## src/rtl/lcd_bus_receiver_pkg.sv

```systemverilog
// lcd_bus_receiver_pkg
//   Shared definitions for the LCD bus receiver: command byte codes used on
//   the 8080-style write bus and the display window record.
//   Optional feature macro: LCD_RX_WINDOW_EN (CASET/PASET window programming).
package lcd_bus_receiver_pkg;

    localparam logic [7:0] CMD_NOP          = 8'h00;
    localparam logic [7:0] CMD_SLEEP_IN     = 8'h10;
    localparam logic [7:0] CMD_SLEEP_OUT    = 8'h11;
    localparam logic [7:0] CMD_CASET        = 8'h2A;
    localparam logic [7:0] CMD_PASET        = 8'h2B;
    localparam logic [7:0] CMD_MEMORY_WRITE = 8'h2C;

    // Inclusive pixel window, coordinates are 9 bits wide.
    typedef struct packed {
        logic [8:0] xs;
        logic [8:0] xe;
        logic [8:0] ys;
        logic [8:0] ye;
    } window_t;

endpackage

```

## src/rtl/lcd_bus_receiver_if.sv

```systemverilog
// lcd_bus_if
//   8080-style write bus as seen between the LCD driver and this receiver.
//   Ports:
//     resx_in  bus reset, active low (asynchronous to the receiver clock)
//     wrx_in   write strobe, active low, byte taken on the rising edge
//     dcx_in   0 = command byte, 1 = data byte
//     data_in  8-bit bus data
//   Modports: master drives the bus, slave (the receiver) samples it.
interface lcd_bus_if;
    logic       resx_in;
    logic       wrx_in;
    logic       dcx_in;
    logic [7:0] data_in;

    modport master (output resx_in, wrx_in, dcx_in, data_in);
    modport slave  (input  resx_in, wrx_in, dcx_in, data_in);
endinterface

```

## src/rtl/lcd_bus_receiver_strobe_sync.sv

```systemverilog
// lcd_strobe_sync
//   SYNC_W-deep synchronizers for the asynchronous bus inputs plus a rising
//   edge detector on the synchronized write strobe.
//   Ports:
//     clk_in, reset_in  system clock / synchronous active-high reset
//     resx_i, wrx_i, dcx_i, data_i   raw bus inputs
//     resx_o, dcx_o, data_o          synchronized copies
//     strobe_o                       one-cycle pulse on synchronized wrx rise
module lcd_strobe_sync #(
    parameter int SYNC_W = 2
) (
    input  logic       clk_in,
    input  logic       reset_in,
    input  logic       resx_i,
    input  logic       wrx_i,
    input  logic       dcx_i,
    input  logic [7:0] data_i,
    output logic       resx_o,
    output logic       strobe_o,
    output logic       dcx_o,
    output logic [7:0] data_o
);

    logic [SYNC_W-1:0]      resx_q;
    logic [SYNC_W-1:0]      wrx_q;
    logic [SYNC_W-1:0]      dcx_q;
    logic [SYNC_W-1:0][7:0] data_q;
    logic                   wrx_prev_q;

    // wrx and resx reset to their idle (high) level so that leaving reset
    // never looks like a strobe edge or a bus reset.
    always_ff @(posedge clk_in) begin
        if (reset_in) begin
            resx_q     <= '1;
            wrx_q      <= '1;
            dcx_q      <= '0;
            data_q     <= '0;
            wrx_prev_q <= 1'b1;
        end else begin
            resx_q     <= {resx_q[SYNC_W-2:0], resx_i};
            wrx_q      <= {wrx_q[SYNC_W-2:0], wrx_i};
            dcx_q      <= {dcx_q[SYNC_W-2:0], dcx_i};
            data_q     <= {data_q[SYNC_W-2:0], data_i};
            wrx_prev_q <= wrx_q[SYNC_W-1];
        end
    end

    assign resx_o   = resx_q[SYNC_W-1];
    assign strobe_o = wrx_q[SYNC_W-1] & ~wrx_prev_q;
    assign dcx_o    = dcx_q[SYNC_W-1];
    assign data_o   = data_q[SYNC_W-1];

endmodule

```

## src/rtl/lcd_bus_receiver.sv

```systemverilog
// lcd_bus_receiver
//   Receive end of the 8080-style LCD write bus. Decodes command/data bytes,
//   assembles RGB888 pixels from R,G,B byte triplets and emits a pixel stream
//   with x/y coordinates inside the current window.
//   Optional feature macro: LCD_RX_WINDOW_EN -- CASET (0x2A) / PASET (0x2B)
//   take four parameter bytes and reprogram the window. Without it the
//   window is fixed to the full HSIZE x VSIZE frame.
//   Ports:
//     clk_in, reset_in       system clock / synchronous active-high reset
//     bus                    lcd_bus_if.slave (resx/wrx/dcx/data)
//     pixel_out, x_out, y_out, pixel_valid_out   pixel stream
//     frame_start_out / frame_done_out           MEMORY_WRITE / last pixel
//     cmd_out, cmd_valid_out                     last command byte
//     awake_out                                  SLEEP_OUT / SLEEP_IN state
//     err_out                                    protocol error pulse
//
//   state   | meaning
//   --------+------------------------------------------------
//   IDLE    | no pixel stream open, data bytes are errors
//   PIX_R   | waiting for red byte of next pixel
//   PIX_G   | waiting for green byte (partial pixel)
//   PIX_B   | waiting for blue byte (partial pixel)
//   PARAM   | collecting CASET/PASET bytes (LCD_RX_WINDOW_EN only)
module lcd_bus_receiver
    import lcd_bus_receiver_pkg::*;
#(
    parameter int HSIZE  = 320,
    parameter int VSIZE  = 240,
    parameter int SYNC_W = 2
) (
    input  logic        clk_in,
    input  logic        reset_in,
    lcd_bus_if.slave    bus,
    output logic [23:0] pixel_out,
    output logic        pixel_valid_out,
    output logic [8:0]  x_out,
    output logic [8:0]  y_out,
    output logic        frame_start_out,
    output logic        frame_done_out,
    output logic [7:0]  cmd_out,
    output logic        cmd_valid_out,
    output logic        awake_out,
    output logic        err_out
);

    typedef enum logic [2:0] {
        S_IDLE,
        S_PIX_R,
        S_PIX_G,
        S_PIX_B
`ifdef LCD_RX_WINDOW_EN
        , S_PARAM
`endif
    } state_t;

    localparam window_t WIN_FULL = '{xs: 9'd0, xe: 9'(HSIZE - 1),
                                     ys: 9'd0, ye: 9'(VSIZE - 1)};

    logic       resx_s;
    logic       strobe_s;
    logic       dcx_s;
    logic [7:0] data_s;

    lcd_strobe_sync #(.SYNC_W(SYNC_W)) u_sync (
        .clk_in   (clk_in),
        .reset_in (reset_in),
        .resx_i   (bus.resx_in),
        .wrx_i    (bus.wrx_in),
        .dcx_i    (bus.dcx_in),
        .data_i   (bus.data_in),
        .resx_o   (resx_s),
        .strobe_o (strobe_s),
        .dcx_o    (dcx_s),
        .data_o   (data_s)
    );

    state_t     state_q;
    window_t    win_q;
    logic [8:0] x_q, y_q;
    logic [7:0] r_q, g_q;
    logic [23:0] pixel_q;
    logic       pixel_valid_q, frame_start_q, frame_done_q;
    logic [8:0] x_out_q, y_out_q;
    logic [7:0] cmd_q;
    logic       cmd_valid_q, awake_q, err_q;

`ifdef LCD_RX_WINDOW_EN
    logic [1:0]  param_cnt_q;
    logic [23:0] param_buf_q;
    logic        param_row_q;   // 1 = PASET (rows), 0 = CASET (columns)
    logic [15:0] p_start, p_end, p_limit;

    // Fourth byte is still on the bus when the range check is made.
    assign p_start = param_buf_q[23:8];
    assign p_end   = {param_buf_q[7:0], data_s};
    assign p_limit = param_row_q ? 16'(VSIZE) : 16'(HSIZE);
`endif

    always_ff @(posedge clk_in) begin
        if (reset_in || !resx_s) begin
            state_q       <= S_IDLE;
            win_q         <= WIN_FULL;
            x_q           <= '0;
            y_q           <= '0;
            r_q           <= '0;
            g_q           <= '0;
            pixel_q       <= '0;
            pixel_valid_q <= 1'b0;
            frame_start_q <= 1'b0;
            frame_done_q  <= 1'b0;
            x_out_q       <= '0;
            y_out_q       <= '0;
            cmd_q         <= '0;
            cmd_valid_q   <= 1'b0;
            awake_q       <= 1'b0;
            err_q         <= 1'b0;
`ifdef LCD_RX_WINDOW_EN
            param_cnt_q   <= '0;
            param_buf_q   <= '0;
            param_row_q   <= 1'b0;
`endif
        end else begin
            pixel_valid_q <= 1'b0;
            frame_start_q <= 1'b0;
            frame_done_q  <= 1'b0;
            cmd_valid_q   <= 1'b0;
            err_q         <= 1'b0;
            if (strobe_s) begin
                if (!dcx_s) begin
                    // Command byte: always accepted, aborts any partial pixel.
                    cmd_q       <= data_s;
                    cmd_valid_q <= 1'b1;
                    if (state_q == S_PIX_G || state_q == S_PIX_B)
                        err_q <= 1'b1;
`ifdef LCD_RX_WINDOW_EN
                    if (state_q == S_PARAM)
                        err_q <= 1'b1;
`endif
                    case (data_s)
                        CMD_MEMORY_WRITE: begin
                            frame_start_q <= 1'b1;
                            x_q           <= win_q.xs;
                            y_q           <= win_q.ys;
                            state_q       <= S_PIX_R;
                        end
                        CMD_SLEEP_OUT: begin
                            awake_q <= 1'b1;
                            state_q <= S_IDLE;
                        end
                        CMD_SLEEP_IN: begin
                            awake_q <= 1'b0;
                            state_q <= S_IDLE;
                        end
                        CMD_CASET, CMD_PASET: begin
`ifdef LCD_RX_WINDOW_EN
                            param_cnt_q <= '0;
                            param_row_q <= (data_s == CMD_PASET);
                            state_q     <= S_PARAM;
`else
                            state_q     <= S_IDLE;
`endif
                        end
                        CMD_NOP: state_q <= S_IDLE;
                        default: state_q <= S_IDLE;
                    endcase
                end else begin
                    case (state_q)
                        S_IDLE: err_q <= 1'b1;
                        S_PIX_R: begin
                            r_q     <= data_s;
                            state_q <= S_PIX_G;
                        end
                        S_PIX_G: begin
                            g_q     <= data_s;
                            state_q <= S_PIX_B;
                        end
                        S_PIX_B: begin
                            pixel_q       <= {r_q, g_q, data_s};
                            pixel_valid_q <= 1'b1;
                            x_out_q       <= x_q;
                            y_out_q       <= y_q;
                            if (x_q == win_q.xe) begin
                                x_q <= win_q.xs;
                                if (y_q == win_q.ye) begin
                                    // Last pixel of the window: close the stream.
                                    frame_done_q <= 1'b1;
                                    state_q      <= S_IDLE;
                                end else begin
                                    y_q     <= y_q + 9'd1;
                                    state_q <= S_PIX_R;
                                end
                            end else begin
                                x_q     <= x_q + 9'd1;
                                state_q <= S_PIX_R;
                            end
                        end
`ifdef LCD_RX_WINDOW_EN
                        S_PARAM: begin
                            if (param_cnt_q == 2'd3) begin
                                if (p_start > p_end || p_end >= p_limit) begin
                                    err_q <= 1'b1;
                                end else if (param_row_q) begin
                                    win_q.ys <= p_start[8:0];
                                    win_q.ye <= p_end[8:0];
                                end else begin
                                    win_q.xs <= p_start[8:0];
                                    win_q.xe <= p_end[8:0];
                                end
                                state_q <= S_IDLE;
                            end else begin
                                param_buf_q <= {param_buf_q[15:0], data_s};
                                param_cnt_q <= param_cnt_q + 2'd1;
                            end
                        end
`endif
                        default: state_q <= S_IDLE;
                    endcase
                end
            end
        end
    end

    assign pixel_out       = pixel_q;
    assign pixel_valid_out = pixel_valid_q;
    assign x_out           = x_out_q;
    assign y_out           = y_out_q;
    assign frame_start_out = frame_start_q;
    assign frame_done_out  = frame_done_q;
    assign cmd_out         = cmd_q;
    assign cmd_valid_out   = cmd_valid_q;
    assign awake_out       = awake_q;
    assign err_out         = err_q;

endmodule

```

## src/flat_wrapper.sv

```systemverilog
// flat-port wrapper written by rule: the top's interface ports become plain ports
module lcd_bus_receiver_flat import lcd_bus_receiver_pkg::*;
#(
    parameter int HSIZE  = 320,
    parameter int VSIZE  = 240,
    parameter int SYNC_W = 2
)
  (clk_in, reset_in, pixel_out, pixel_valid_out, x_out, y_out, frame_start_out, frame_done_out, cmd_out, cmd_valid_out, awake_out, err_out, bus_resx_in, bus_wrx_in, bus_dcx_in, bus_data_in);
  lcd_bus_if bus_i ();
  input  logic clk_in;
  input  logic reset_in;
  output logic [23:0] pixel_out;
  output logic pixel_valid_out;
  output logic [8:0] x_out;
  output logic [8:0] y_out;
  output logic frame_start_out;
  output logic frame_done_out;
  output logic [7:0] cmd_out;
  output logic cmd_valid_out;
  output logic awake_out;
  output logic err_out;
  input wire logic [$bits(bus_i.resx_in)-1:0] bus_resx_in;
  input wire logic [$bits(bus_i.wrx_in)-1:0] bus_wrx_in;
  input wire logic [$bits(bus_i.dcx_in)-1:0] bus_dcx_in;
  input wire logic [$bits(bus_i.data_in)-1:0] bus_data_in;
  assign bus_i.resx_in = bus_resx_in;
  assign bus_i.wrx_in = bus_wrx_in;
  assign bus_i.dcx_in = bus_dcx_in;
  assign bus_i.data_in = bus_data_in;
  lcd_bus_receiver #(.HSIZE(HSIZE), .VSIZE(VSIZE), .SYNC_W(SYNC_W)) u_core (.clk_in(clk_in), .reset_in(reset_in), .bus(bus_i), .pixel_out(pixel_out), .pixel_valid_out(pixel_valid_out), .x_out(x_out), .y_out(y_out), .frame_start_out(frame_start_out), .frame_done_out(frame_done_out), .cmd_out(cmd_out), .cmd_valid_out(cmd_valid_out), .awake_out(awake_out), .err_out(err_out));
endmodule
```

## config.mk

```make
export PLATFORM = sky130hd
export DESIGN_NAME = lcd_bus_receiver_flat
export DESIGN_NICKNAME = d
export VERILOG_FILES = /design/src/rtl/lcd_bus_receiver_pkg.sv /design/src/rtl/lcd_bus_receiver_if.sv /design/src/rtl/lcd_bus_receiver_strobe_sync.sv /design/src/rtl/lcd_bus_receiver.sv /design/src/flat_wrapper.sv
export SDC_FILE = /design/constraint.sdc
export NUM_CORES = 1
export LEC_CHECK = 0
export ABC_CLOCK_PERIOD_IN_PS = 4000
export CAP_MARGIN = 20
export CORE_ASPECT_RATIO = 1.25
export CORE_MARGIN = 1.5
export CORE_UTILIZATION = 57
export CTS_CLUSTER_SIZE = 28
export DETAILED_ROUTE_END_ITERATION = 7
export HOLD_SLACK_MARGIN = 0.08
export PLACE_DENSITY = 0.82
export SKIP_LAST_GASP = 1
export SLEW_MARGIN = 20
export SYNTH_ARGS = -nofsm -noshare
export SYNTH_HDL_FRONTEND = slang
export SYNTH_SLANG_ARGS = --single-unit
```

## constraint.sdc

```tcl
create_clock -name clk_in -period 4 [get_ports clk_in]
set_input_delay 0.6 -clock clk_in [delete_from_list [all_inputs] [get_ports clk_in]]
set_output_delay 0.6 -clock clk_in [all_outputs]
set_load 0.005 [all_outputs]
```

==> impl_metrics.yaml <==
run_status:
  status: "completed"
yosys:
  yosys.area.top_type: "dfxtp_1"
  syn_inst: 498
  synth_enable_flop_cells: 0
  yosysMostFrequentCell: "nand2_1"
  netlist_top_cells_area: "dfxtp_1 (54%), nand2_1 (12%), a21oi_1 (9.2%)"
  yosysSeqAreaShare: 0.542
  synth-seq-cells: 115
  syn_area_per_cell_um2: 8.52
  synth_fp_nets: 517
  synth_area_mm2: 0.00425
  synth_flop_cell: "dfxtp_1"
  synthArstFlopShare: 0
  synth_top_cell_area_share: 0.542
  yosysWarningCount: 0
  synth_common_cells: "nand2_1 (134), dfxtp_1 (115), a21oi_1 (78), clkbuf_1 (24), nor2b_1 (21)"
  ys_types: 39
route:
  wirelength_um: 9800
  viasPerCell: 5.56
  vias: 3689
  ant_nets: 0
  wire_per_inst_um: 14.8
  drcViolationCount: 0
  drtPass1Iterations: 5
  drtIter0Drc: 214
clocking:
  cts_setup_buffers: 0
  cts_root_buf: "clkbuf_8"
  numCtsBuffers: 17
  h-tree-depth: 4
  cts_buffer_depth: 2
  cts_tree: "yes"
  insertion_delay_ns: 0.51
  cts-hold-fix-buffers: 0
  path_clk_slew_ns: 0.06
  clock_sinks: 115
  cts-resized-gates: 0
worst_hold_path:
  hp-class: "reg2reg"
place:
  gp_congestion: 0.831
  io_buffers: 68
  hpwl_um: 6100
  postPlaceCellArea_mm2: 0.00496
sta:
  rsz0062_at_grt: "false"
  slew_violations: 0
  hold_violations: 0
  fin_setup_tns_ns: 0
  relSlewSlack: 0.454
  finalSetupViolCount: 0
  fmax_mhz: 361
  skew_ns: 0.00495
  min_period_over_period: 0.692
  tightest_slew_ns: 0.817
  min_period_ns: 2.77
worst_setup_path:
  critPathSlowestCell: "o21ai_1"
  timing.rr.end: "u_core.x_q[6]"
  worst_path_largest_cell_delay_ns: 0.59
  r2r_slack_ns: 1.23
  required_ns: 4.40
  crit_path_cell_trace: "or4_4 -> nor4_4 -> nor2_2 -> o21ai_1 -> o21ba_2"
  crit_arrival_ns: 3.17
  crit_path_max_fanout: 25
  r2r-start: "u_core.u_sync.dcx_q[1]"
  endpoint: "u_core.x_q[6]"
  crit_path_start: "u_core.u_sync.dcx_q[1]"
  startpoint_type: "flop"
  reg2regPathDepth: 5
  critPathKind: "reg2reg"
  endpoint_kind: "flop"
global_route:
  overflow: 0
  first_global_vias: 3460
  antenna_found_initial: 0
  track_usage: 0.261
  grt_max_degree: 59
  grt_pass1_wl_um: 16000
cells_and_area:
  final_util: 0.765
  num_antenna_cells: 0
  final_cell_area_mm2: 0.00559
  seq_area_mm2: 0.00230
  drive_gt1_frac: 0.0839
  nets: 579
  syn_to_final_growth_pct: 31.7
  multi_input_area_mm2: 0.00183
  fill_cells: 491
floorplanning:
  dieArea_mm2: 0.00798
  initial_utilization: 0.580
  die_h_um: 99.5
  core_mm2: 0.00731
  die_w_um: 80.2
  rows: 35
  io_pins: 69
power_and_ir_drop:
  max-vdd-ir-drop_v: 0.000379
  leakagePower_nw: 1.89
  power_density_mw_per_mm2: 497
flow_run:
  drv_cap: 0
-- per-layer routing --
| metal | share of wire | GRT usage | vias up |
|---|---|---|---|
| met5 | 0 | 0 | - |
| met1 | 0.41 | 0.300 | 1741 |
| met3 | 0.051 | 0.0725 | 21 |
| met4 | 0.019 | 0.115 | 0 |
| met2 | 0.52 | 0.449 | 120 |
| li1 | - | - | 1807 |
-- area by class of cell --
class                   count  area share
clock buffers              19      0.0790
clock inverters            12      0.0324
inverters                   3     0.00201
multi-input cells         351       0.327
flip-flops and latches    115       0.412
well taps                  92      0.0206
repair buffers             72       0.127
-- where the power goes --
part / internal, mW / switching, mW
Clock: 1.04 / 0.514
Combinational: 0.0244 / 0.0304
Sequential: 1.16 / 0.0115
Total: 2.22 / 0.556
-- placed cells by master, fill, tap and decap left out, drive strengths merged --
cell	instances
dfxtp	115
and4	1
or2	6
a22oi	1
inv	3
nand4b	4
and3	6
xor2	6
nor4	3
ha	6
or4	6
o21ba	1
mux2i	4
clkinvlp	4
o31a	1
buf	4
nand2b	5
o211ai	1
clkdlybuf4s50	68
nand3	9
nor2	17
o31ai	4
a21oi	78
o2111ai	3
clkinv	4
clkbuf	19
xnor2	1
or4b	1
nand2	134
and2	2
o21ai	15
nand4	2
nor2b	21
o22ai	1
or3	4
bufinv	4
nor3	8
-- worst max-delay path, delay by kind of cell (launching register included) --
| family | cells | cell delay, ns |
|---|---|---|
| AND/OR/NAND/NOR | 3 | 1.29 |
| AO/OA/AOI/OAI | 2 | 0.83 |
| flip-flops | 1 | 0.53 |
-- logic make-up (layout without fill, tap and decap cells) --
| family | count (synthesis) | count (layout) | share of synthesized area |
|---|---|---|---|
| adders and majority gates | 6 | 6 | 0.0177 |
| DFF | 115 | 115 | 0.542 |
| and+or+nand+nor | 229 | 229 | 0.255 |
| muxes | 4 | 4 | 0.00943 |
| xor gates and xnor gates | 7 | 7 | 0.0144 |
| AOI/OAI and AO/OA | 105 | 105 | 0.132 |
| buffers and inverters | 32 | 106 | 0.0286 |
-- how the worst min path moves through the flow --
stage	startpoint	end	slack (ns)	cells after the start
final	u_core.u_sync.resx_q[0]	u_core.u_sync.resx_q[1]	0.43	1
after global routing	u_core.u_sync.resx_q[0]	u_core.u_sync.resx_q[1]	0.45	1
after CTS	u_core.u_sync.data_q[1]	u_core.u_sync.data_o[1]	0.43	1
after detailed placement	u_core.u_sync.resx_q[0]	u_core.u_sync.resx_q[1]	0.40	1
after global placement	u_core.u_sync.resx_q[0]	u_core.u_sync.resx_q[1]	0.39	1
after floorplan	u_core.u_sync.resx_q[0]	u_core.u_sync.resx_q[1]	0.39	1
-- sequential cells by signal (all words and copies together) (netlist names), 2 cells and up --
signal,count
u_core.r_q,8
u_core.state_q,2
u_core.x_out,9
u_core.g_q,8
u_core.u_sync.data_q,8
u_core.u_sync.resx_q,2
u_core.y_out,9
u_core.u_sync.wrx_q,2
u_core.y_q,9
u_core.u_sync.dcx_q,2
u_core.pixel_out,24
u_core.cmd_out,8
u_core.x_q,9
u_core.u_sync.data_o,8
-- per-stage QoR --
| stage | cells | power [mW] | setup slack, ns | hold WS, ns |
|---|---|---|---|---|
| global placement | 633 | 1.24 | 1.28 | 0.392 |
| CTS | 664 | 2.79 | 1.27 | 0.435 |
| finish | 664 | 2.78 | 1.23 | 0.431 |
| global route | 664 | 2.86 | 1.11 | 0.449 |
| detailed placement | 633 | 1.25 | 1.24 | 0.399 |
| floorplan | 498 | 1.22 | 2.09 | 0.389 |
(Power assumes the default switching activity.)
